--- config.mk ---
export PLATFORM = sky130hd
export DESIGN_NAME = masked_inv_sbox_stream_flat
export DESIGN_NICKNAME = d
export VERILOG_FILES = /design/src/rtl/masked_inv_sbox_stream_if.sv /design/src/rtl/masked_inv_sbox_stream.sv /design/src/flat_wrapper.sv
export SDC_FILE = /design/constraint.sdc
export NUM_CORES = 2
export LEC_CHECK = 0
export CAP_MARGIN = 5
export CORE_UTILIZATION = 40
export CTS_CLUSTER_DIAMETER = 60
export DETAILED_ROUTE_END_ITERATION = 8
export SYNTH_ARGS = -nofsm -noshare
export SYNTH_HDL_FRONTEND = slang
export SYNTH_SLANG_ARGS = --single-unit
--- constraint.sdc ---
create_clock -name CLK -period 9.95 [get_ports CLK]
set_input_delay 2.4875 -clock CLK [delete_from_list [all_inputs] [get_ports CLK]]
set_output_delay 2.4875 -clock CLK [all_outputs]
set_load 0.02 [all_outputs]
--- src/rtl/masked_inv_sbox_stream_if.sv ---
// masked_inv_sbox_stream_if: handshake bus of the masked S-box stream.
// Carries the input share pair with its fresh randomness (in_*, rnd*) and
// the output share pair (out_*). The slave modport is the S-box block; the
// master modport is whatever feeds it and drains it.
// With MASKED_SBOX_DUAL_MODE_EN defined it also carries inv_mode.
interface masked_inv_sbox_stream_if;
  logic        in_valid, in_ready;
  logic [7:0]  in0, in1;
  logic [27:0] rnd;
  logic        rnd_valid, rnd_take;
  logic        out_valid, out_ready;
  logic [7:0]  out0, out1;
`ifdef MASKED_SBOX_DUAL_MODE_EN
  logic        inv_mode;
  modport master(output in_valid, in0, in1, rnd, rnd_valid, out_ready, inv_mode,
                 input in_ready, rnd_take, out_valid, out0, out1);
  modport slave(input in_valid, in0, in1, rnd, rnd_valid, out_ready, inv_mode,
                output in_ready, rnd_take, out_valid, out0, out1);
`else
  modport master(output in_valid, in0, in1, rnd, rnd_valid, out_ready,
                 input in_ready, rnd_take, out_valid, out0, out1);
  modport slave(input in_valid, in0, in1, rnd, rnd_valid, out_ready,
                output in_ready, rnd_take, out_valid, out0, out1);
`endif
endinterface

--- src/rtl/masked_inv_sbox_stream.sv ---
// masked_inv_sbox_stream: streaming two-share AES inverse S-box with credit-protected output FIFO.
// Ports: CLK, RST (sync, active-high); s = slave side of masked_inv_sbox_stream_if
//   (in_valid/in_ready/in0/in1, rnd/rnd_valid/rnd_take, out_valid/out_ready/out0/out1).
// Optional MASKED_SBOX_DUAL_MODE_EN adds s.inv_mode (1 = inverse, 0 = forward S-box).
// The inversion core computes x^254 share-wise with domain-oriented multiplications:
// x^3 = x*x^2, then x^15 = x^12*x^3 and x^14 = x^12*x^2 in parallel, then x^254 = x^240*x^14.
module masked_inv_sbox_stream #(
  parameter int DEPTH    = 4,
  parameter int CORE_LAT = 2
) (
  input logic CLK,
  input logic RST,
  masked_inv_sbox_stream_if.slave s
);
  localparam int AW = $clog2(DEPTH);
  localparam int IW = $clog2(CORE_LAT + 1);
  localparam int CW = ((AW + 1) > IW ? (AW + 1) : IW) + 1;

  function automatic logic [7:0] gmul(input logic [7:0] a, input logic [7:0] b);
    logic [7:0] p, x;
    p = 8'h00;
    x = a;
    for (int i = 0; i < 8; i++) begin
      p = b[i] ? p ^ x : p;
      x = {x[6:0], 1'b0} ^ (x[7] ? 8'h1b : 8'h00);
    end
    return p;
  endfunction

  function automatic logic [7:0] sq(input logic [7:0] x);
    return gmul(x, x);
  endfunction

  function automatic logic [7:0] pow4(input logic [7:0] x);
    return sq(sq(x));
  endfunction

  function automatic logic [7:0] rotl(input logic [7:0] x, input int n);
    logic [15:0] d;
    d = {x, x} << n;
    return d[15:8];
  endfunction

  function automatic logic [7:0] inv_aff(input logic [7:0] x);
    return rotl(x, 1) ^ rotl(x, 3) ^ rotl(x, 6);
  endfunction

  logic                fire, wr, pop, inv_in;
  logic [AW-1:0]       wr_ptr, rd_ptr;
  logic [AW:0]         occ;
  logic [IW-1:0]       inflight;
  logic [CORE_LAT-1:0] vsr;
  logic [7:0]          mem0 [DEPTH];
  logic [7:0]          mem1 [DEPTH];
  logic [7:0]          c0, c1, z0, z1, f0, f1, k;
  logic [27:0]         cr;
  logic [7:0]          t00, t01, t10, t11, q0, q1;
  logic [7:0]          u00, u01, u10, u11, v00, v01, v10, v11;
  logic [7:0]          x3_0, x3_1, x12_0, x12_1, x15_0, x15_1, x14_0, x14_1, x240_0, x240_1;
  logic [15:0]         r1;
  logic [3:0]          r2a, r2b;

  assign s.in_ready = !RST && s.rnd_valid && (CW'(occ) + CW'(inflight) < CW'(DEPTH));
  assign fire       = s.in_valid && s.in_ready;
  assign s.rnd_take = fire;

  // Idle cycles feed zero shares and zero randomness so stale data never toggles the core.
  assign c0 = fire ? (inv_in ? inv_aff(s.in0) ^ 8'h05 : s.in0) : 8'h00;
  assign c1 = fire ? (inv_in ? inv_aff(s.in1) : s.in1) : 8'h00;
  assign cr = fire ? s.rnd : 28'h0;

  assign x3_0  = t00 ^ t01;
  assign x3_1  = t10 ^ t11;
  assign x12_0 = pow4(x3_0);
  assign x12_1 = pow4(x3_1);

  // Cross-domain products are masked and registered before any compression.
  always_ff @(posedge CLK) begin
    t00 <= gmul(c0, sq(c0));
    t01 <= gmul(c0, sq(c1)) ^ cr[7:0];
    t10 <= gmul(c1, sq(c0)) ^ cr[7:0];
    t11 <= gmul(c1, sq(c1));
    q0  <= sq(c0);
    q1  <= sq(c1);
    r1  <= cr[23:8];
    r2a <= cr[27:24];
    u00 <= gmul(x12_0, x3_0);
    u01 <= gmul(x12_0, x3_1) ^ r1[7:0];
    u10 <= gmul(x12_1, x3_0) ^ r1[7:0];
    u11 <= gmul(x12_1, x3_1);
    v00 <= gmul(x12_0, q0);
    v01 <= gmul(x12_0, q1) ^ r1[15:8];
    v10 <= gmul(x12_1, q0) ^ r1[15:8];
    v11 <= gmul(x12_1, q1);
    r2b <= r2a;
  end

  assign x15_0  = u00 ^ u01;
  assign x15_1  = u10 ^ u11;
  assign x14_0  = v00 ^ v01;
  assign x14_1  = v10 ^ v11;
  assign x240_0 = pow4(pow4(x15_0));
  assign x240_1 = pow4(pow4(x15_1));
  // The last multiplication spends the remaining nibble, replicated across the byte.
  assign k  = {r2b, r2b};
  assign z0 = gmul(x240_0, x14_0) ^ (gmul(x240_0, x14_1) ^ k);
  assign z1 = gmul(x240_1, x14_1) ^ (gmul(x240_1, x14_0) ^ k);

`ifdef MASKED_SBOX_DUAL_MODE_EN
  logic [CORE_LAT-1:0] msr;

  function automatic logic [7:0] fwd_aff(input logic [7:0] x);
    return x ^ rotl(x, 1) ^ rotl(x, 2) ^ rotl(x, 3) ^ rotl(x, 4);
  endfunction

  assign inv_in = s.inv_mode;
  always_ff @(posedge CLK) msr <= RST ? '0 : (msr << 1) | CORE_LAT'(fire & inv_in);
  assign f0 = msr[CORE_LAT-1] ? z0 : fwd_aff(z0) ^ 8'h63;
  assign f1 = msr[CORE_LAT-1] ? z1 : fwd_aff(z1);
`else
  assign inv_in = 1'b1;
  assign f0     = z0;
  assign f1     = z1;
`endif

  assign wr          = vsr[CORE_LAT-1];
  assign s.out_valid = occ != '0;
  assign pop         = s.out_valid && s.out_ready;
  assign s.out0      = s.out_valid ? mem0[rd_ptr] : 8'h00;
  assign s.out1      = s.out_valid ? mem1[rd_ptr] : 8'h00;

  always_ff @(posedge CLK) begin
    if (RST) begin
      vsr      <= '0;
      inflight <= '0;
      occ      <= '0;
      wr_ptr   <= '0;
      rd_ptr   <= '0;
    end else begin
      vsr      <= (vsr << 1) | CORE_LAT'(fire);
      inflight <= inflight + IW'(fire) - IW'(wr);
      occ      <= occ + (AW + 1)'(wr) - (AW + 1)'(pop);
      wr_ptr   <= wr_ptr + AW'(wr);
      rd_ptr   <= rd_ptr + AW'(pop);
    end
  end

  always_ff @(posedge CLK) begin
    if (wr) begin
      mem0[wr_ptr] <= f0;
      mem1[wr_ptr] <= f1;
    end
  end

  overflow_chk: assert property (@(posedge CLK) disable iff (RST) !(wr && occ == (AW + 1)'(DEPTH)))
    else $error("masked_inv_sbox_stream: FIFO write while full");
endmodule
--- src/flat_wrapper.sv ---
// flat-port wrapper written by rule: the top's interface ports become plain ports
module masked_inv_sbox_stream_flat 
#(
  parameter int DEPTH    = 4,
  parameter int CORE_LAT = 2
)
  (CLK, RST, s_in_valid, s_in0, s_in1, s_rnd, s_rnd_valid, s_out_ready, s_in_ready, s_rnd_take, s_out_valid, s_out0, s_out1);
  masked_inv_sbox_stream_if s_i ();
  input logic CLK;
  input logic RST;
  input wire logic [$bits(s_i.in_valid)-1:0] s_in_valid;
  input wire logic [$bits(s_i.in0)-1:0] s_in0;
  input wire logic [$bits(s_i.in1)-1:0] s_in1;
  input wire logic [$bits(s_i.rnd)-1:0] s_rnd;
  input wire logic [$bits(s_i.rnd_valid)-1:0] s_rnd_valid;
  input wire logic [$bits(s_i.out_ready)-1:0] s_out_ready;
  output wire logic [$bits(s_i.in_ready)-1:0] s_in_ready;
  output wire logic [$bits(s_i.rnd_take)-1:0] s_rnd_take;
  output wire logic [$bits(s_i.out_valid)-1:0] s_out_valid;
  output wire logic [$bits(s_i.out0)-1:0] s_out0;
  output wire logic [$bits(s_i.out1)-1:0] s_out1;
  assign s_i.in_valid = s_in_valid;
  assign s_i.in0 = s_in0;
  assign s_i.in1 = s_in1;
  assign s_i.rnd = s_rnd;
  assign s_i.rnd_valid = s_rnd_valid;
  assign s_i.out_ready = s_out_ready;
  assign s_in_ready = s_i.in_ready;
  assign s_rnd_take = s_i.rnd_take;
  assign s_out_valid = s_i.out_valid;
  assign s_out0 = s_i.out0;
  assign s_out1 = s_i.out1;
  masked_inv_sbox_stream #(.DEPTH(DEPTH), .CORE_LAT(CORE_LAT)) u_core (.CLK(CLK), .RST(RST), .s(s_i));
endmodule
== Word level (Yosys, flattened, before mapping) ==
Memories as Yosys holds them, arrays and structs flattened. A register that Yosys moved wholly into a read port is not among the register bits.
Cells that the tools add are included.

* Register bits: 147
* Bits in latches: 0
* Bits in writable memories: 64
* ROM bits: 0
* Bits of input ports: 49
* Output and inout port bits: 19
* Word-level logic and storage cells: 771
* Memories kept: 2

* Add/sub/neg operators: 7
* Multiply operators: 0
* Divide/modulo/power cells: 0
* Order comparisons: 1
* Equality and inequality tests: 0
* Shift-type cells: 0
* Multiplexer cells: 375
* Bitwise gates (word level): 358
* Reduce and logical (&&, ||, !) cells: 6

{| class="wikitable"
|+ Memory list
! memory !! words !! width !! read ports !! clocked after Yosys merged registers in !! write ports !! line !! RTL
|-
| u_core.mem0 || 4 || 8 || 1 || 1 || 1 || masked_inv_sbox_stream.sv:53 || <nowiki>logic [7:0] mem0 [DEPTH];</nowiki>
|-
| u_core.mem1 || 4 || 8 || 1 || 1 || 1 || masked_inv_sbox_stream.sv:54 || <nowiki>logic [7:0] mem1 [DEPTH];</nowiki>
|}

{| class="wikitable"
|+ Operators with widths
! kind !! count
|-
| $xor 8x8->8 || 354
|-
| $mux 8 || 245
|-
| $mux 5 || 126
|-
| $xor 8x5->8 || 2
|-
| $add 2x1->2 || 3
|-
| $add 3x2->4 || 1
|-
| $logic_and 1x1->1 || 4
|-
| $lt 4x3->1 const B || 1
|-
| $mux 2 || 2
|-
| $add 3x1->3 || 1
|-
| $reduce_bool 3->1 || 1
|-
| $sub 3x1->3 || 1
|-
| $mux 1 || 2
|-
| $not 2->2 || 1
|-
| $or 2x1->2 || 1
|-
| $sub 2x1->2 || 1
|-
| $logic_not 1->1 || 1
|}

== Logic depth before layout (Yosys ltp) ==
* Depth in word-level cells: 83
* Mapped depth: 36
* Depth with buffers taken out: 31

== Least setup slack after synthesis ==
No wires, ideal clock.

* Path kind: register to register
* Start: register u_core.u11[7]
* End: memory u_core.mem1[0][4] (data pin)
* Setup time: 0.278 ns
* Arrival: 8.234 ns
* Data required time: 9.672 ns
* Slack: 1.438 ns
* Stages on the path, launching flop included: 34
* Path buffers: 4
* Clock period less this slack: 8.512 ns
* Path through: dfxtp_1 > xnor2_1 > inv_1 > clkbuf_1 > ha_1 > xor2_1 > xnor2_1 > nor2_1 > xor2_2 > xor2_1 > nand2_1 > xnor2_1 > xnor3_1 > xor2_1 > xor2_2 > o221ai_2 > a221oi_2 > xnor2_2 > xnor2_4 > inv_2 > clkbuf_1 > ha_1 > buf_1 > xnor2_1 > xnor3_1 > or3_1 > a211oi_1 > nand2b_1 > buf_2 > xnor3_1 > or3_1 > a32oi_1 > xnor2_1 > xnor3_1

* Word-level cells in the longest chain between the ends: 81
* Elaborated cells between the ends (all ways): 159
* Classes of those cells: 79 x mux; 80 x bitwise

{| class="wikitable"
|+ RTL lines
! element !! line !! RTL
|-
| start, declared || masked_inv_sbox_stream.sv:58 || <nowiki>logic [7:0] u00, u01, u10, u11, v00, v01, v10, v11;</nowiki>
|-
| start signal, assigned || masked_inv_sbox_stream.sv:90 || <nowiki>u11 <= gmul(x12_1, x3_1);</nowiki>
|-
| $xor 8x8->8 * || masked_inv_sbox_stream.sv:99 || <nowiki>assign x15_1 = u10 ^ u11;</nowiki>
|-
| $mux 5 || masked_inv_sbox_stream.sv:25 || <nowiki>x = {x[6:0], 1'b0} ^ (x[7] ? 8'h1b : 8'h00);</nowiki>
|-
| $xor 8x8->8 || masked_inv_sbox_stream.sv:25 ||
|-
| $xor 8x8->8 || masked_inv_sbox_stream.sv:24 || <nowiki>p = b[i] ? p ^ x : p;</nowiki>
|-
| $mux 8 || masked_inv_sbox_stream.sv:24 ||
|-
| $xor 8x8->8 || masked_inv_sbox_stream.sv:24 ||
|-
| $mux 8 || masked_inv_sbox_stream.sv:24 ||
|-
| $xor 8x8->8 || masked_inv_sbox_stream.sv:24 ||
|-
| (+66 left out) || -- ||
|-
| $mux 8 || masked_inv_sbox_stream.sv:24 ||
|-
| $xor 8x8->8 || masked_inv_sbox_stream.sv:24 ||
|-
| $mux 8 || masked_inv_sbox_stream.sv:24 ||
|-
| $xor 8x8->8 || masked_inv_sbox_stream.sv:24 ||
|-
| $mux 8 || masked_inv_sbox_stream.sv:24 ||
|-
| $xor 8x8->8 || masked_inv_sbox_stream.sv:107 || <nowiki>assign z1 = gmul(x240_1, x14_1) ^ (gmul(x240_1, x14_0) ^ k);</nowiki>
|-
| $xor 8x8->8 * || masked_inv_sbox_stream.sv:107 ||
|-
| via u_core.f1[4] || masked_inv_sbox_stream.sv:55 || <nowiki>logic [7:0] c0, c1, z0, z1, f0, f1, k;</nowiki>
|-
| end, declared || masked_inv_sbox_stream.sv:54 ||
|}

The timed path passes the listed nets; every way through them passes the cells marked *.

== Final worst setup path ==
* Start: register u_core.u11[7]
* End: memory u_core.mem1[3][4] (data pin)

The elaborated chain is that of the path after synthesis.

==> flow_metrics.py <==
metrics = {
    "placed_design": {
        "port_buffers": 67,
        "hpwl_um": 65800,
        "place_congestion": 0.953,
    },
    "worst_setup_path": {
        "startpoint": "u_core.u11[7]",
        "regToRegSetupSlack_ns": 0.87,
        "cpPeakStageDelay_ns": 0.57,
        "crit_path_max_fanout": 15,
        "crit_type": "flip-flop to flip-flop",
        "reg2reg_from": "u_core.u11[7]",
        "cp.arrival_ns": 9.38,
        "start_kind": "flip-flop",
        "cp-end-kind": "flip-flop",
        "cp_slowest_cell": "xnor3_1",
        "crit_path_frequent_cell": "xnor2_1",
        "required_ns": 10.25,
    },
    "timing": {
        "setup_viol": 0,
        "setup_tns_ns": 0,
        "fin_crit_sh_pct": 91.3,
        "finalWorstPathRequiredPeriod_ns": 9.08,
        "fmax_ghz": 0.110,
        "rsz0062_at_grt": "false",
        "worst_clock_skew_ns": 0.0208,
        "finalHoldViolCount": 0,
        "worst_slew_pin_slew_ns": 1.18,
        "slew_headroom_pct": 20.6,
        "report.final.slew_viol_count": 0,
    },
    "routing": {
        "drt_pass1_iterations": 5,
        "detail-route-antenna-nets": 0,
        "drtIter0Drc": 2553,
        "wl_met1_um": 38900,
        "num_vias": 27153,
        "drc": 0,
        "wl_per_cell_um": 18.3,
        "viasPerCell": 5.44,
        "postRouteWirelength_um": 91100,
        "dr_wl_met3_um": 6200,
        "met2_length_um": 42500,
        "highest_layer": "met4",
    },
    "grt": {
        "antenna_found_initial": 1,
        "grt_pass1_wl_um": 144000,
        "gr-total-overflow": 0,
        "track_usage_pct": 23.8,
        "grt_max_degree": 47,
        "grt_pass1_vias": 25230,
    },
    "die": {
        "die-height_um": 275,
        "ios": 68,
        "die_w_um": 275,
        "dieArea_sq_mm": 0.0754,
        "core_area_sq_mm": 0.0732,
        "num_rows": 99,
        "start_util_pct": 40.6,
    },
    "job": {
        "cap_violations": 0,
    },
    "logic_synthesis": {
        "async_flop_share_pct": 0,
        "yosysTopAreaCellShare_pct": 31.3,
        "synth_edf_count": 64,
        "synth.net_count": 4073,
        "synth.cell_area_sq_mm": 0.0297,
        "yosys-top-cells-area": "xnor2_1 (31%), dfxtp_1 (9.9%), nor2_1 (7.3%)",
        "synth.most_common_cell": "xnor2_1",
        "ys_types": 89,
        "synthFlopType": "dfxtp_1",
        "syn_area_per_cell_sq_um": 7.43,
        "syn_inst": 4002,
        "ys_seq_area_share_pct": 16.4,
        "synth_seq_cells": 211,
        "yosysWarnings": 0,
        "synth_top_area_cell": "xnor2_1",
        "ys_top_cells_by_count": "xnor2_1 (1062), nor2_1 (575), nand2_1 (542)",
    },
    "clocking": {
        "numCtsBuffers": 27,
        "clk_pin_slew_ns": 0.06,
        "clk_latency_ns": 0.58,
        "cts_buffer_depth": 3,
        "htreeDepth": 1,
        "cts_root_buf": "clkbuf_16",
        "cts_tree": "built",
        "clock-sinks": 211,
        "postCtsHoldBufs": 0,
    },
    "finish": {
        "nets": 4084,
        "antenna_cells": 0,
        "area_growth_pct": 10.7,
        "layout-drive-gt1-share_pct": 7.81,
    },
    "worst_hold_path": {
        "worstHoldStart": "u_core.r2a[1]",
        "worstHoldPathType": "flip-flop to flip-flop",
    },
    "run_status": {
        "status": "complete, no violations",
    },
}
## what timing repair did
item / 4_1_cts / 5_1_grt
buffers inserted: 0 / 0
gates resized for setup: 0 / 1
endpoints found under the setup margin: 0 / 4
## state kept, by name (all words and copies together) (netlist names), 8 cells and up
signal       flops
u_core.v00       8
u_core.r1       16
u_core.u00       8
u_core.t10       8
u_core.t00       8
u_core.t01       8
u_core.u01       8
u_core.mem0     32
u_core.t11       8
u_core.v01       8
u_core.q0        8
u_core.v11       8
u_core.u11       8
u_core.v10       8
u_core.mem1     32
u_core.q1        8
u_core.u10       8
## path summary, 6_finish.rpt
check | end | depth (start not counted)
worst min register to register | u_core.r2b[1] | 0
worst max-delay path | u_core.mem1[3][4] | 31
worst min-delay path | u_core.r2b[1] | 0
worst max register to register | u_core.mem1[3][4] | 31
## layout make-up
| class | count | area, sq um |
|---|---|---|
| flip-flops and latches | 211 | 4860 |
| repair buffers | 220 | 1820 |
| inverters | 56 | 210 |
| clock buffers | 35 | 737 |
| fillers | 7361 | 40300 |
| multi-input cells | 3497 | 23900 |
| clock inverters | 14 | 145 |
| well taps | 959 | 1200 |
## routing by layer
metal	global-route usage [%]	up-vias
met2	39.8	1065
met4	8.65	0
met5	0	-
met1	31.9	12651
li1	-	13226
met3	1.96	211
## kinds of logic after synthesis
logic type	count (synthesis)	synth area share (%)
and+or+nand+nor	1393	19.6
xor gates and xnor gates	1368	43.2
AOI/OAI and AO/OA	652	13.3
buffers and inverters	294	3.82
DFF	211	16.4
muxes	62	2.84
adders and majority gates	22	0.951
## layout by cell type, fill, tap and decap left out, types with 14 or more instances in the layout
cell type and count:
or2_2 17, a22oi_1 46, dfxtp_1 147, nor2_1 575
xnor2_2 39, or3_1 18, ha_1 21, o211ai_1 21
clkbuf_16 27, mux4_2 17, xnor2_1 1039, and3_1 33
nor3_1 55, a21oi_1 233, nor2b_1 46, buf_4 153
xor2_1 234, edfxtp_1 64, o22ai_1 74, inv_1 48
nand2_1 542, nand2b_1 21, mux2i_1 36, o21ai_0 158
nand3_1 45, clkdlybuf4s50_1 67, xnor3_1 36, a31oi_1 14
a211oi_1 17
## per-stage QoR
stage	utilization, %	std cells	setup WS, ns	instance area (sq um)	hold WS [ns]
after CTS	44.9	4992	0.886	32900	0.327
after global placement	43.7	4943	0.971	32000	0.312
after detailed placement	43.7	4943	0.912	32000	0.312
after global routing	44.9	4992	0.0204	32900	0.336
final	44.9	4992	0.866	32900	0.326
after floorplan	-	4002	1.44	29700	0.310
## critical path, delay by kind of cell (launching register included)
family / cells / cell delay, ns
xor+xnor: 13 / 3.74
simple gates: 5 / 1.64
buf+inv: 5 / 1.07
compound gates: 6 / 1.30
flops: 1 / 0.30
fa+ha+maj: 2 / 0.75
Power is left out: the tool's default activity adds up to more than one toggle a clock period on the data nets, which glitch-free logic cannot reach.
